$ cat src/rtl/imem_loader_pkg.sv
// imem_loader_pkg
//   Shared definitions for the instruction-memory program loader and for any
//   assembler model that builds instruction words.
//   - op_mne      : 3-bit opcode mnemonics as seen by the control decoder
//   - INST_W      : encoded instruction width (opcode in [5:3], operand in [2:0])
//   - encode_inst : packs a mnemonic and operand into one instruction word
package imem_loader_pkg;

  localparam int OP_W   = 3;
  localparam int ARG_W  = 3;
  localparam int INST_W = OP_W + ARG_W;

  // The decoder tells sw from lw through the operand of kLSW
  // (zero = sw, nonzero = lw), so the loader never rewrites operands.
  typedef enum logic [OP_W-1:0] {
    kNOP = 3'd0,
    kSET = 3'd1,
    kADD = 3'd2,
    kSUB = 3'd3,
    kLSW = 3'd4,
    kJMP = 3'd5,
    kBEQ = 3'd6,
    kOUT = 3'd7
  } op_mne;

  function automatic logic [INST_W-1:0] encode_inst(input op_mne op,
                                                    input logic [ARG_W-1:0] arg);
    return {op, arg};
  endfunction

endpackage

$ cat src/rtl/imem_loader.sv
// imem_loader
//   Program-load front end for the instruction memory. Accepts a stream of
//   (mnemonic, operand) beats, encodes each into a 6-bit instruction word and
//   writes the words to consecutive instruction-memory addresses starting at 0.
//   Reports completion (done), overflow (error) and the number of words written.
//
// Ports
//   clk          : system clock, all state on the rising edge
//   rst_n        : asynchronous active-low reset
//   start        : begin a new load (honoured in IDLE, DONE, ERR only)
//   in_valid     : beat present on in_op / in_arg / in_last
//   in_ready     : loader accepts a beat this cycle
//   in_op        : opcode mnemonic
//   in_arg       : operand field
//   in_last      : final beat of the program
//   mem_wr_en    : instruction-memory write strobe (one cycle per accepted beat)
//   mem_wr_addr  : write address
//   mem_wr_data  : encoded instruction word
//   done         : load finished cleanly, held until the next start
//   error        : load overflowed the memory, held until the next start
//   count        : words written in the current load (0..DEPTH)
//   state_dbg    : current loader state (IDLE=0, LOAD=1, DONE=2, ERR=3)
//
// Handshake: a beat transfers on a rising clock edge where in_valid && in_ready
// are both high. in_ready depends only on the loader state, never on in_valid,
// and the producer must hold a beat stable until it transfers.
module imem_loader
  import imem_loader_pkg::*;
#(
  parameter int ADDR_W = 8
) (
  input  logic              clk,
  input  logic              rst_n,
  input  logic              start,
  input  logic              in_valid,
  output logic              in_ready,
  input  op_mne             in_op,
  input  logic [ARG_W-1:0]  in_arg,
  input  logic              in_last,
  output logic              mem_wr_en,
  output logic [ADDR_W-1:0] mem_wr_addr,
  output logic [INST_W-1:0] mem_wr_data,
  output logic              done,
  output logic              error,
  output logic [ADDR_W:0]   count,
  output logic [1:0]        state_dbg
);

  localparam int DEPTH = 2 ** ADDR_W;
  localparam logic [ADDR_W-1:0] PTR_LAST = ADDR_W'(DEPTH - 1);
  localparam logic [ADDR_W-1:0] PTR_ONE  = ADDR_W'(1);
  localparam logic [ADDR_W:0]   CNT_ONE  = (ADDR_W + 1)'(1);

  typedef enum logic [1:0] {
    S_IDLE = 2'd0,
    S_LOAD = 2'd1,
    S_DONE = 2'd2,
    S_ERR  = 2'd3
  } state_t;

  state_t              state_q, state_d;
  logic [ADDR_W-1:0]   ptr_q;
  logic [ADDR_W:0]     count_q;
  logic                wr_en_q;
  logic [ADDR_W-1:0]   wr_addr_q;
  logic [INST_W-1:0]   wr_data_q;

  logic accept;
  logic go;
  logic at_end;

  assign at_end = (ptr_q == PTR_LAST);

  // Next-state and handshake decode.
  always_comb begin
    state_d = state_q;
    accept  = 1'b0;
    go      = 1'b0;
    case (state_q)
      S_IDLE, S_DONE, S_ERR: begin
        if (start) begin
          go      = 1'b1;
          state_d = S_LOAD;
        end
      end
      S_LOAD: begin
        accept = in_valid;
        if (in_valid) begin
          // in_last wins over overflow on the final memory word.
          if (in_last) begin
            state_d = S_DONE;
          end else if (at_end) begin
            state_d = S_ERR;
          end
        end
      end
      default: state_d = S_IDLE;
    endcase
  end

  always_ff @(posedge clk or negedge rst_n) begin
    if (!rst_n) begin
      state_q <= S_IDLE;
    end else begin
      state_q <= state_d;
    end
  end

  // Write pointer, word counter and the registered memory write port.
  always_ff @(posedge clk or negedge rst_n) begin
    if (!rst_n) begin
      ptr_q     <= '0;
      count_q   <= '0;
      wr_en_q   <= 1'b0;
      wr_addr_q <= '0;
      wr_data_q <= '0;
    end else begin
      wr_en_q <= accept;
      if (go) begin
        ptr_q   <= '0;
        count_q <= '0;
      end
      if (accept) begin
        wr_addr_q <= ptr_q;
        wr_data_q <= encode_inst(in_op, in_arg);
        count_q   <= count_q + CNT_ONE;
        // Pointer saturates at the last word; the state machine stops
        // accepting there, so nothing ever wraps back to address 0.
        if (!at_end) begin
          ptr_q <= ptr_q + PTR_ONE;
        end
      end
    end
  end

  assign in_ready    = (state_q == S_LOAD);
  assign done        = (state_q == S_DONE);
  assign error       = (state_q == S_ERR);
  assign mem_wr_en   = wr_en_q;
  assign mem_wr_addr = wr_addr_q;
  assign mem_wr_data = wr_data_q;
  assign count       = count_q;
  assign state_dbg   = state_q;

endmodule

$ cat config.mk
export PLATFORM = sky130hd
export DESIGN_NAME = imem_loader
export DESIGN_NICKNAME = d
export VERILOG_FILES = /design/src/rtl/imem_loader_pkg.sv /design/src/rtl/imem_loader.sv
export SDC_FILE = /design/constraint.sdc
export NUM_CORES = 1
export LEC_CHECK = 0
export CAP_MARGIN = 20
export CELL_PAD_IN_SITES_DETAIL_PLACEMENT = 0
export CELL_PAD_IN_SITES_GLOBAL_PLACEMENT = 1
export CORE_MARGIN = 3
export CORE_UTILIZATION = 40
export CTS_BUF_LIST = sky130_fd_sc_hd__clkbuf_4
export CTS_CLUSTER_SIZE = 25
export DETAILED_ROUTE_END_ITERATION = 10
export DONT_BUFFER_PORTS = 1
export GPL_TIMING_DRIVEN = 0
export PLACE_DENSITY = 0.73
export SYNTH_ARGS = -nofsm -noshare
export SYNTH_HDL_FRONTEND = slang
export SYNTH_SLANG_ARGS = --single-unit
export TNS_END_PERCENT = 50
$ cat constraint.sdc
create_clock -name clk -period 4.2 [get_ports clk]
set_input_delay 1.05 -clock clk [delete_from_list [all_inputs] [get_ports clk]]
set_output_delay 1.05 -clock clk [all_outputs]
set_load 0.05 [all_outputs]
After elaboration in Yosys (flattened, before gate mapping):

Cells that the tools add are included.

* bits in registers: 34
* input bits: 11
* output and inout port bits: 29
* logic and storage cells: 32

* add/subtract/negate cells: 2
* equal/unequal tests: 7
* muxes and demuxes: 13
* reduce and logical (&&, ||, !) cells: 4

Operators by type and width (count)
* 8-bit 2-to-1 mux: 3
* 9-bit 2-to-1 mux: 2
* 9-bit by 1-bit adder with 9-bit output (second input constant): 1
* 8-bit by 1-bit adder with 8-bit output (second input constant): 1
* 8-bit equality test (second input constant): 1
* 2-bit 2-to-1 mux: 4
* 2-bit equality test (second input constant): 2
* 2-bit != test (second input constant): 2
* 2-bit one-hot mux with 2 select lines: 1
* 1-bit 2-to-1 mux: 3
* 3-bit by 1-bit != test with 1-bit output (second input constant): 1
* 3-bit AND reduction: 1
* 3-bit OR reduction: 1
* 2-bit by 1-bit equality test with 1-bit output (second input constant): 1
* 2-bit logical NOT: 1
* 2-bit nonzero test: 1

Longest topological paths before layout:

Gate-level depths: netlist (run 1).

* depth in word-level cells: 6
* depth in mapped cells: 6
* gate-level depth less buffers: 5

Worst setup path before layout (run 1):

Ideal clock, no wire load.

* path type: flip-flop to output port
* start: register state_q[1] (netlist: state_dbg[1])
* end: output done
* data arrival time: 1433 ps
* required time: 3150 ps
* slack: 1717 ps
* cell stages (with the launch flop): 2
* path buffers: 0
* path through: dfrtp_1 -> nor2b_1

* cells in the longest elaborated chain, start to end: 1

Ends and longest elaborated chain
* start: declaration: RTL line imem_loader.sv:61 `state_t state_q, state_d;`
* start signal: assignment: RTL line imem_loader.sv:105 `state_q <= state_d;`
* 2-bit equality test: RTL line imem_loader.sv:137 `assign done = (state_q == S_DONE);`
* end: declaration: RTL line imem_loader.sv:43 `output logic done,`

No other way between the ends.

Worst setup path in the final report (run 1):

Ends and elaborated chain as after synthesis.

==> summary.md, run 1 <==
| Metric | Value |
|---|---|
| M1 WL | 1530 microns |
| Clk buf depth | 2 |
| DRT Pass-1 Iters | 4 |
| Status | completed |
| Die width | 68.4 microns |
| RePlAce Congestion | 0.747 |
| Mapped cell area | 1560 sq um |
| Worst slew margin | 37.7% |
| Clock share of power | 15.4% |
| Avg WL per Cell | 15.4 microns |
| Slew @ Worst Pin | 0.932 ns |
| Int Pwr | 535 uW |
| Delay-heaviest family, CP | simple AND/OR/NAND/NOR gates |
| Switching pwr | 586 uW |
| Root Buffer | clkbuf_4 |
| Initial antenna violation count | 0 |
| Routed wl met2 | 1690 microns |
| # IOs | 40 |
| Worst-skew pair later-pin latency | 0.34 ns |
| CP Cell Sequence | nor2b_1 |
| Slowest cell delay on critical path | 0.82 ns |
| Final wirelength | 3460 microns |
| Drt via density | 5.45 |
| Final setup margin | 1.29 ns |
| Layout cells sized above 1 | 7.39% |
| CP Class | reg -> out |
| Post-synth ARST share | 100% |
| Top sig layer | met4 |
| Top FF cell, synth | dfrtp_1 |
| Leading area contributor after synthesis | dfrtp_1 |
| Comb power frac | 22.6% |
| Most frequent cells in the layout | nand2_1, dfrtp_1, nand3_1 |
| CP startpoint | state_dbg[1]$_DFFE_PN0P_ |
| Ys Warns | 0 |
| Final nets | 188 |
| Crit path capture type | primary output |
| Worst Setup Slack post-DPL | 1.66 ns |
| CTS tree | done |
| CP Data Required Time | 3.15 ns |
| Net Sw Frac | 52.3% |
| Core footprint | 3720 sq um |
| Peak supply drop | 0.281 mV |
| Max Clk Rate | 344 MHz |
| R2r endpoint | count[8]$_DFFE_PN0P_ |
| H-tree Lvls | 2 |
| Post-CTS resize count | 0 |
| Final setup fails | 0 |
| Antenna diodes | 0 |
| RSZ-0062 raised after global routing | no |
| Critical Path Slowest Stage Cell | nor2b_1 |
| Area delta synth->final | 7.31% |
| Most common cell after layout, fill and taps aside | nand2_1 |
| Final Max Tran Viols | 0 |
| P per Cell Area | 671 nW/um^2 |
| Num rows | 22 |
| Initial core utilization | 41.9% |
| Finished layout cell area | 1670 sq um |
| First-pass GRT wire length | 5490 microns |
| Post-synth top area share | 54.7% |
| Max-cap violations | 0 |
| Sum Neg Setup Slack | 0 ns |
| Cell variety after synth | 30 |
| Vias | 1,220 |
| Die H | 68.4 microns |
| Cells after Synth | 168 |
| Pin count of the biggest net entering global routing | 35 |
| GRT Resource Usage Total | 16.0% |
| Clk slew on worst S/H paths | 0.11 ns |
| Buf/Inv on CP | 0 |
| Die Area | 4680 sq um |
| Final Hold Fails | 0 |
| Final worst-path cycle share | 69.3% |
| Hpwl dp | 2440 microns |
| Final min period | 2.91 ns |
| GR Overflow Total | 0 |
| CTS Sinks | 34 |
| Synth top area cells | dfrtp_1, nand2_1, nand3_1, o21ai_0, a21oi_1 |
| Startpoint Class | register |
| Critical path peak fanout | 6 |
| Post-synth EDFFs | 0 |
| Leakage power figure | 0.802 nW |
| Synthesized flop and latch total | 34 |
| Detailed Route Iter0 Violations | 63 |
| Post-CTS Setup Inserts | 0 |
| R2R setup slack | 2.27 ns |
| Synthesized netlist net count | 181 |
| Post-route ant nets | 0 |
| Vias in the first global route | 1,194 |
| Post-route DRC | 0 |
| Syn Area/Cell | 9.26 sq um |
| Data arrival, critical path | 1.86 ns |
| Flop pwr share | 62.0% |
| PortBufs | 0 |
| Worst min path class | in -> async |
| Post-synthesis sequential area ratio | 54.7% |
| WL met3 | 189 microns |
| Dpl cell area | 1620 sq um |
| Total CTS buffers | 5 |
| R2R Path Start | state_dbg[0]$_DFFE_PN0P_ |
| Final setup skew | 0.0106 ns |
| CTS Hold Bufs | 0 |
| R2R cell count | 5 |
## flip-flops by register name (all words and copies together) (netlist names)
| signal | cells |
|---|---|
| count | 9 |
| mem_wr_addr | 8 |
| mem_wr_data | 6 |
| mem_wr_en | 1 |
| ptr_q | 8 |
| state_dbg | 2 |
## area by class of cell
| type | count | area, sq um |
|---|---|---|
| clock inverters | 3 | 16.3 |
| clock buffers | 5 | 37.5 |
| fillers | 363 | 2050 |
| multi-input cells | 123 | 646 |
| inverters | 2 | 7.51 |
| well taps | 48 | 60.1 |
| plain buffers | 9 | 52.6 |
| flip-flops and latches | 34 | 851 |
## per-layer routing
metal  up-vias  global-route usage (%)
li1        605                       -
met1       576                    19.0
met2        34                    26.1
met3         5                    5.91
met4         0                    5.96
met5         -                       0
## synthesized netlist by cell type, types with 3 or more instances
cell type	instances
nand2_1	51
dfrtp_1	34
nand3_1	13
o21ai_0	12
a21oi_1	6
a31oi_1	4
nand4_1	4
o211ai_1	4
and3_1	3
buf_2	3
clkbuf_1	3
o22ai_1	3
o31ai_1	3
## kinds of logic (layout without fill, tap and decap cells)
logic type / Yosys count / in the layout / synth area share [%]
AO/OA/AOI/OAI: 36 / 36 / 14.1
XOR/XNOR: 3 / 3 / 1.69
adder cells (fa/ha/maj): 2 / 2 / 1.61
buffers and inverters: 11 / 19 / 3.86
flip-flops: 34 / 34 / 54.7
AND/OR/NAND/NOR: 82 / 82 / 24.1
## worst max-delay path by stage
stage            to  depth (start not counted)  slack (ns)
3_3_place_gp   done                          1        1.67
4_1_cts        done                          1        1.26
6_report       done                          1        1.29
5_1_grt        done                          1        1.22
2_1_floorplan  done                          1        1.72
3_5_place_dp   done                          1        1.66
## metrics by stage
step / hold WS (ns) / std cells / utilization (%) / total power [mW]
3_5_place_dp: 0.554 / 216 / 43.5 / 0.962
4_1_cts: 0.372 / 224 / 44.9 / 1.14
6_report: 0.387 / 224 / 44.9 / 1.12
5_1_grt: 0.355 / 224 / 44.9 / 1.19
2_1_floorplan: 0.500 / 168 / - / 0.889
3_3_place_gp: 0.545 / 216 / 43.5 / 0.948
## power groups by stage
stage / registers, mW / logic (mW) / clock network (mW)
after floorplan: 0.679 / 0.210 / 0
after global placement: 0.699 / 0.249 / 0
after detailed placement: 0.703 / 0.259 / 0
after CTS: 0.697 / 0.258 / 0.180
after global routing: 0.710 / 0.287 / 0.197
final: 0.696 / 0.253 / 0.173
Note: power is estimated with default switching activity, not from simulation.
==> run 2: changes to the inputs <==
==> constraint.sdc (replaced) <==
create_clock -name clk -period 3 [get_ports clk]
set_input_delay 0.75 -clock clk [delete_from_list [all_inputs] [get_ports clk]]
set_output_delay 0.75 -clock clk [all_outputs]
set_load 0.05 [all_outputs]
==> results of run 2 <==
Same layout as run 1 (identical final DEF). Status: completed.
Among the figures that moved: setup slack after placement 1.66 ns -> 0.759 ns; setup slack after layout 1.29 ns -> 0.389 ns; hold slack 0.387 ns -> 0.0867 ns; register-to-register setup slack 2.27 ns -> 1.07 ns; total power 1.12 mW -> 1.57 mW; worst IR drop on VDD 0.281 mV -> 0.393 mV
